==> src/rtl/pll_dri_ctrl.sv <==
// PolarFire PLL DRI reconfiguration master: read-modify-write of one output divider, then wait for lock.
// Optional build macro PLL_DRI_TIMEOUT_EN adds ack and lock timeouts that abort with err=1.
module pll_dri_ctrl #(
    parameter logic [8:0]  DIV_ADDR_BASE = 9'h010,
    parameter int unsigned DIV_LSB       = 8,
    parameter int unsigned SETTLE_CYC    = 16,
    parameter int unsigned ACK_TIMEOUT   = 64,
    parameter int unsigned LOCK_TIMEOUT  = 4096
) (
    input  logic        clock,
    input  logic        reset_n,
    input  logic        req_valid,
    output logic        req_ready,
    input  logic [1:0]  req_out,
    input  logic [6:0]  req_div,
    output logic        done,
    output logic        err,
    output logic [10:0] dri_ctrl,
    output logic [32:0] dri_wdata,
    input  logic [32:0] dri_rdata,
    output logic        dri_arst_n,
    input  logic        lock
);

    typedef enum logic [2:0] {IDLE, RD_REQ, WR_REQ, SETTLE, WAIT_LOCK, DONE} state_t;

    localparam int unsigned SC_W = $clog2(SETTLE_CYC) + 1;

`ifdef PLL_DRI_TIMEOUT_EN
    localparam int unsigned TMO_MAX = (ACK_TIMEOUT > LOCK_TIMEOUT) ? ACK_TIMEOUT : LOCK_TIMEOUT;
    localparam int unsigned TMO_W   = $clog2(TMO_MAX) + 1;
    logic [TMO_W-1:0] tmo_cnt, tmo_nxt;
`endif

    state_t            state, state_nxt;
    logic [1:0]        idx, idx_nxt;
    logic [6:0]        div, div_nxt;
    logic [31:0]       data, data_nxt;
    logic              fail, fail_nxt;
    logic [SC_W-1:0]   settle_cnt, settle_nxt;
    logic              ack;
    logic [8:0]        addr_nxt;
    logic [10:0]       ctrl_nxt;
    logic [32:0]       wdata_nxt;

    // An ack only counts while our own strobe is up.
    assign ack = dri_rdata[32] & dri_ctrl[10];

    always_comb begin
        state_nxt  = state;
        idx_nxt    = idx;
        div_nxt    = div;
        data_nxt   = data;
        fail_nxt   = fail;
        settle_nxt = settle_cnt;
        unique case (state)
            IDLE: begin
                if (req_valid && req_ready) begin
                    idx_nxt   = req_out;
                    div_nxt   = req_div;
                    fail_nxt  = (req_div == '0);
                    state_nxt = (req_div == '0) ? DONE : RD_REQ;
                end
            end
            RD_REQ: begin
                if (ack) begin
                    data_nxt                = dri_rdata[31:0];
                    data_nxt[DIV_LSB +: 7]  = div;
                    state_nxt               = WR_REQ;
                end
`ifdef PLL_DRI_TIMEOUT_EN
                else if (tmo_cnt == TMO_W'(ACK_TIMEOUT - 1)) begin
                    fail_nxt  = 1'b1;
                    state_nxt = DONE;
                end
`endif
            end
            WR_REQ: begin
                if (ack) begin
                    settle_nxt = '0;
                    state_nxt  = SETTLE;
                end
`ifdef PLL_DRI_TIMEOUT_EN
                else if (tmo_cnt == TMO_W'(ACK_TIMEOUT - 1)) begin
                    fail_nxt  = 1'b1;
                    state_nxt = DONE;
                end
`endif
            end
            SETTLE: begin
                if (settle_cnt == SC_W'(SETTLE_CYC - 1)) begin
                    settle_nxt = '0;
                    state_nxt  = WAIT_LOCK;
                end else begin
                    settle_nxt = settle_cnt + SC_W'(1);
                end
            end
            WAIT_LOCK: begin
                if (lock) begin
                    fail_nxt  = 1'b0;
                    state_nxt = DONE;
                end
`ifdef PLL_DRI_TIMEOUT_EN
                else if (tmo_cnt == TMO_W'(LOCK_TIMEOUT - 1)) begin
                    fail_nxt  = 1'b1;
                    state_nxt = DONE;
                end
`endif
            end
            DONE:    state_nxt = IDLE;
            default: state_nxt = IDLE;
        endcase

`ifdef PLL_DRI_TIMEOUT_EN
        tmo_nxt = (state_nxt != state || state == IDLE) ? '0 : tmo_cnt + TMO_W'(1);
`endif

        // Outputs are registered from the next state so strobes appear the cycle after a transition.
        addr_nxt  = DIV_ADDR_BASE + {7'd0, idx_nxt};
        ctrl_nxt  = '0;
        wdata_nxt = '0;
        case (state_nxt)
            RD_REQ: ctrl_nxt = {2'b10, addr_nxt};
            WR_REQ: begin
                ctrl_nxt  = {2'b11, addr_nxt};
                wdata_nxt = {1'b1, data_nxt};
            end
            default: ;
        endcase
    end

    always_ff @(posedge clock) begin
        dri_arst_n <= reset_n;
        if (!reset_n) begin
            state      <= IDLE;
            idx        <= '0;
            div        <= '0;
            data       <= '0;
            fail       <= 1'b0;
            settle_cnt <= '0;
`ifdef PLL_DRI_TIMEOUT_EN
            tmo_cnt    <= '0;
`endif
            req_ready  <= 1'b0;
            done       <= 1'b0;
            err        <= 1'b0;
            dri_ctrl   <= '0;
            dri_wdata  <= '0;
        end else begin
            state      <= state_nxt;
            idx        <= idx_nxt;
            div        <= div_nxt;
            data       <= data_nxt;
            fail       <= fail_nxt;
            settle_cnt <= settle_nxt;
`ifdef PLL_DRI_TIMEOUT_EN
            tmo_cnt    <= tmo_nxt;
`endif
            req_ready  <= (state_nxt == IDLE);
            done       <= (state_nxt == DONE);
            err        <= (state_nxt == DONE) && fail_nxt;
            dri_ctrl   <= ctrl_nxt;
            dri_wdata  <= wdata_nxt;
        end
    end

endmodule
==> config.mk <==
export PLATFORM = sky130hd
export DESIGN_NAME = pll_dri_ctrl
export DESIGN_NICKNAME = d
export VERILOG_FILES = /design/src/rtl/pll_dri_ctrl.sv
export SDC_FILE = /design/constraint.sdc
export NUM_CORES = 1
export LEC_CHECK = 0
export CELL_PAD_IN_SITES_DETAIL_PLACEMENT = 1
export CELL_PAD_IN_SITES_GLOBAL_PLACEMENT = 2
export CORE_ASPECT_RATIO = 1.2
export CORE_MARGIN = 5
export CORE_UTILIZATION = 30
export DETAILED_ROUTE_END_ITERATION = 8
export PLACE_DENSITY = 0.86
export SLEW_MARGIN = 10
export SYNTH_ARGS = -nofsm -noshare
export SYNTH_HDL_FRONTEND = slang
export SYNTH_SLANG_ARGS = --single-unit
==> constraint.sdc <==
create_clock -name clock -period 3.27 [get_ports clock]
set_input_delay 0.654 -clock clock [delete_from_list [all_inputs] [get_ports clock]]
set_output_delay 0.654 -clock clock [all_outputs]
set_load 0.01 [all_outputs]
==> results <==
- The flow ran to the end, and the final reports show no timing, DRC or antenna violations.
- The register-to-register path setup slack is 1320 ps.
- The standard-cell row count is 40.
- The half-perimeter wire length after detailed placement is 4.961 mm.
- The worst voltage drop across the vdd grid is 369.8 µV.
- The cell taking the most area after synthesis is dfxtp_1.
- The clock root buffer master is clkbuf_16.
- The worst flop-to-flop path startpoint is state[0].
- The final cell count without fillers is 502.
- The tree built by TritonCTS fans out to 91 sinks.
- The final setup TNS is 0 ps.
- In the post-synthesis netlist, the biggest area contributors are dfxtp_1 (58%), mux2i_1 (13%), nor2_1 (9.7%).
- The depth of the critical timing path with buffers and inverters included is 6.
- Counting tap cells, the placed design contains a total of 487 instances.
- In this run the worst hold path is classified as flop to flop.
- TritonCTS built the clock tree.
- The ratio of routed vias to standard cells is 4.494.
- The endpoint identified for the worst register-to-register timing path is dri_wdata[32].
- The count of buffers inserted at the top-level ports is 80.
- At the pin with the least slew margin, the transition time is 587.4 ps.
- 94 I/O pins were placed.
- The die covers 0.01260 mm².
- The first detailed-routing pass ran for 4 iterations.
- The count of H-tree levels built during CTS is 3.
- The synthesized instance count is 295.
- In the final layout, the share of cells above drive strength 1 is 7.181%.
- In this run, synthesis inferred 0 flip-flops with an integrated enable.
- Of all nets on the critical path, the largest fanout is 21.
- Clock latency on the worst-skew pair, taken at its later pin, is 330 ps.
- From bottom edge to top edge, the die measures 121.9 µm.
- The cell family with the largest share of critical-path delay is buffers and inverters.
- The area added between synthesis and finish is 36.54%.
- The final antenna diode count is 0.
- The number of pins exceeding their max-slew limit in the final report was 0.
- Sequential cells were found to cover 58.15% of the synthesized design area.
- The critical path starts at dri_rdata[32].
- The Yosys step of the flow raised 0 warnings.
- Across all hold checks on the routed design, the worst slack comes to 431.0 ps.
- Data arrives at the worst endpoint at 2540 ps.
- At the end of routability-driven placement, the weighted congestion stood at 0.7404.
- The final layout contains routed wiring with a total length of 7.068 mm.
- The effective utilization at floorplan is 30.99%.
- The relative slew slack is 60.84%.
- The worst-case clock skew is 3.827 ps.
- The largest individual stage delay along the critical path comes from the cell a211o_1.
- The kind of start point of the critical path is an input pin.
- From left edge to right edge, the die measures 103.3 µm.
- The initial antenna violation count is 0.
- The number of register bits inferred by synthesis is 91.
- The leakage power of the design is 1.516 nW.
- The worst setup path is captured at a flop.
- The clock slew at the register clock pins of the worst setup and hold paths is 60 ps.
- The critical path goes through clkdlybuf4s50_1 -> a21oi_1 -> nand2_1 -> a211o_1 -> buf_4 -> nor2_1.
- The total via count in the routed design is 2256.
- The via count of the first global-routing pass is 2371.
- The final-report hold violation count was 0.
- The critical path class is input pin to flop.
- Data on the critical path is required at its endpoint by 3530 ps.
- The average routed wire per standard cell is 14.08 µm.
- The detail route stage leaves a number of antenna-violating nets equal to 0.
- Dividing total power by cell area gives a power density of 564.6 mW/mm².
- The number of setup buffers added after CTS is 0.
- In this run the worst setup path terminates at dri_wdata[7].
- The number of clock buffers added by TritonCTS is 9.
- By count the netlist is led by dfxtp_1 (91), nor2_1 (81), mux2i_1 (41).
- The share of the clock period used by the worst path is 69.55%.
- The detailed router finished its first iteration with 30 violations.
- In the routed design, unresolved DRC markers number 0.
- The clock passes through at most 2 buffers.
- The mean post-synth cell area is 10.62 µm².
- The worst path needs 2274 ps of the cycle, external delays included.
- In this run the cell area of the synthesized design comes to 0.003133 mm².
- The worst reg-to-reg path cell count is 5.
- The global-route congestion overflow total is 0.
- The number of max-cap violations is 0.
- The area fraction of the dominant cell type after synthesis is 58.15%.
- The post-CTS resize count is 0.
- For this run, the total global-route usage over all layers was measured as 11.76%.
- In this design, the stage delay of the slowest critical-path cell is 520 ps.
- The async set or reset register ratio after synthesis is 0%.
- The achievable clock frequency is 0.4397 GHz.
- Setup repair after global routing left no endpoint under its margin.
- The final count of negative-setup-slack endpoints is 0.
- The number of different library cells used by synthesis comes to 41.
- Counting both buffers and inverters, the worst setup path holds a total of 2.
- The final layout contains 419 nets.
- The number of buffers added to fix hold violations after cts is 0.
- Among all flip-flop cells after synthesis, the most frequent one is dfxtp_1.
- The most numerous cell in the Yosys netlist is dfxtp_1.
- The global-route wire length before repair is 11.35 mm.
- Entering global routing, the biggest net connects 52 pins.
- The floorplan step defined a core boundary enclosing 0.01011 mm².
==> layout make-up <==
type                    instances  area, µm²
multi-input cells             181       1132
well taps                     126      157.7
clock buffers                   9      225.2
flip-flops and latches         91       1822
clock inverters                 6      91.34
inverters                       5      18.77
repair buffers                 84      830.8
fillers                      1139       5832
==> sequential cells by signal, summed over array words and instances, names as in the netlist <==
name and count:
req_ready 1, dri_wdata 33, fail 1, done 1
settle_cnt 5, dri_arst_n 1, err 1, data 32
div 7, dri_ctrl 4, state 3, idx 2
==> logic make-up (layout without fill, tap and decap cells) <==
| group | Yosys count | count (layout) | synth area share (%) |
|---|---|---|---|
| other | 1 | 6 | 0.1197 |
| multiplexers | 41 | 41 | 13.10 |
| flip-flops | 91 | 91 | 58.15 |
| buffers and inverters | 28 | 104 | 6.310 |
| adder cells (fa/ha/maj) | 1 | 1 | 0.3993 |
| AO/OA/AOI/OAI | 21 | 21 | 4.592 |
| AND/OR/NAND/NOR | 112 | 112 | 17.33 |
==> how the worst min path moves through the flow <==
| stage | cells past startpoint | slack [ps] | to | start |
|---|---|---|---|---|
| floorplan | 2 | 410 | settle_cnt[4] | settle_cnt[4] |
| global placement | 2 | 420 | settle_cnt[4] | settle_cnt[4] |
| detailed placement | 2 | 430 | settle_cnt[4] | settle_cnt[4] |
| CTS | 2 | 440 | settle_cnt[4] | settle_cnt[4] |
| global route | 2 | 460 | settle_cnt[4] | settle_cnt[4] |
| finish | 2 | 430 | settle_cnt[4] | settle_cnt[4] |
==> stage by stage <==
step | util, % | setup slack (ps) | area, µm² | power, mW
floorplan | - | 1648 | 3152 | 1.277
global placement | 39.18 | 685.4 | 3961 | 1.350
detailed placement | 39.18 | 636.1 | 3961 | 1.354
CTS | 42.31 | 973.8 | 4278 | 2.455
global route | 42.31 | 858.0 | 4278 | 2.522
finish | 42.31 | 995.9 | 4278 | 2.415
==> report_power, final <==
| group | internal [mW] | total, mW | switching, mW |
|---|---|---|---|
| combinational | 0.0940 | 0.176 | 0.0817 |
| sequential | 1.13 | 1.15 | 0.0205 |
| clock | 0.666 | 1.09 | 0.423 |
==> layout by cell type (no fill, tap or decap), types with 2 or more instances in the layout <==
cell type        instances
nand3b_1                 2
mux2i_1                 41
or3_1                    2
dfxtp_1                 91
nor2_1                  81
a22oi_1                  2
conb_1                   6
bufinv_16                2
nor3_1                   3
and2_1                   2
buf_4                    4
a211oi_1                 2
a21oi_1                  5
nand4_1                  3
a31oi_1                  2
clkbuf_16                9
clkdlybuf4s50_1         80
o21ai_0                  4
and3b_1                  3
inv_1                    4
nand2_1                  4
clkinvlp_4               3
==> worst min-delay path, stage by stage, from the launching register on <==
cell and delay, ps:
dfxtp_1 310, nand2_1 50, a31oi_1 30
==> metal layers <==
metal	share of wire [%]	GRT usage, %	up-vias
li1	-	-	1122
met1	42	13.43	1070
met2	50	20.14	55
met3	6.6	4.066	9
met4	1.4	4.130	0
met5	0	0	-
Note: power is estimated with default switching activity, not from simulation.
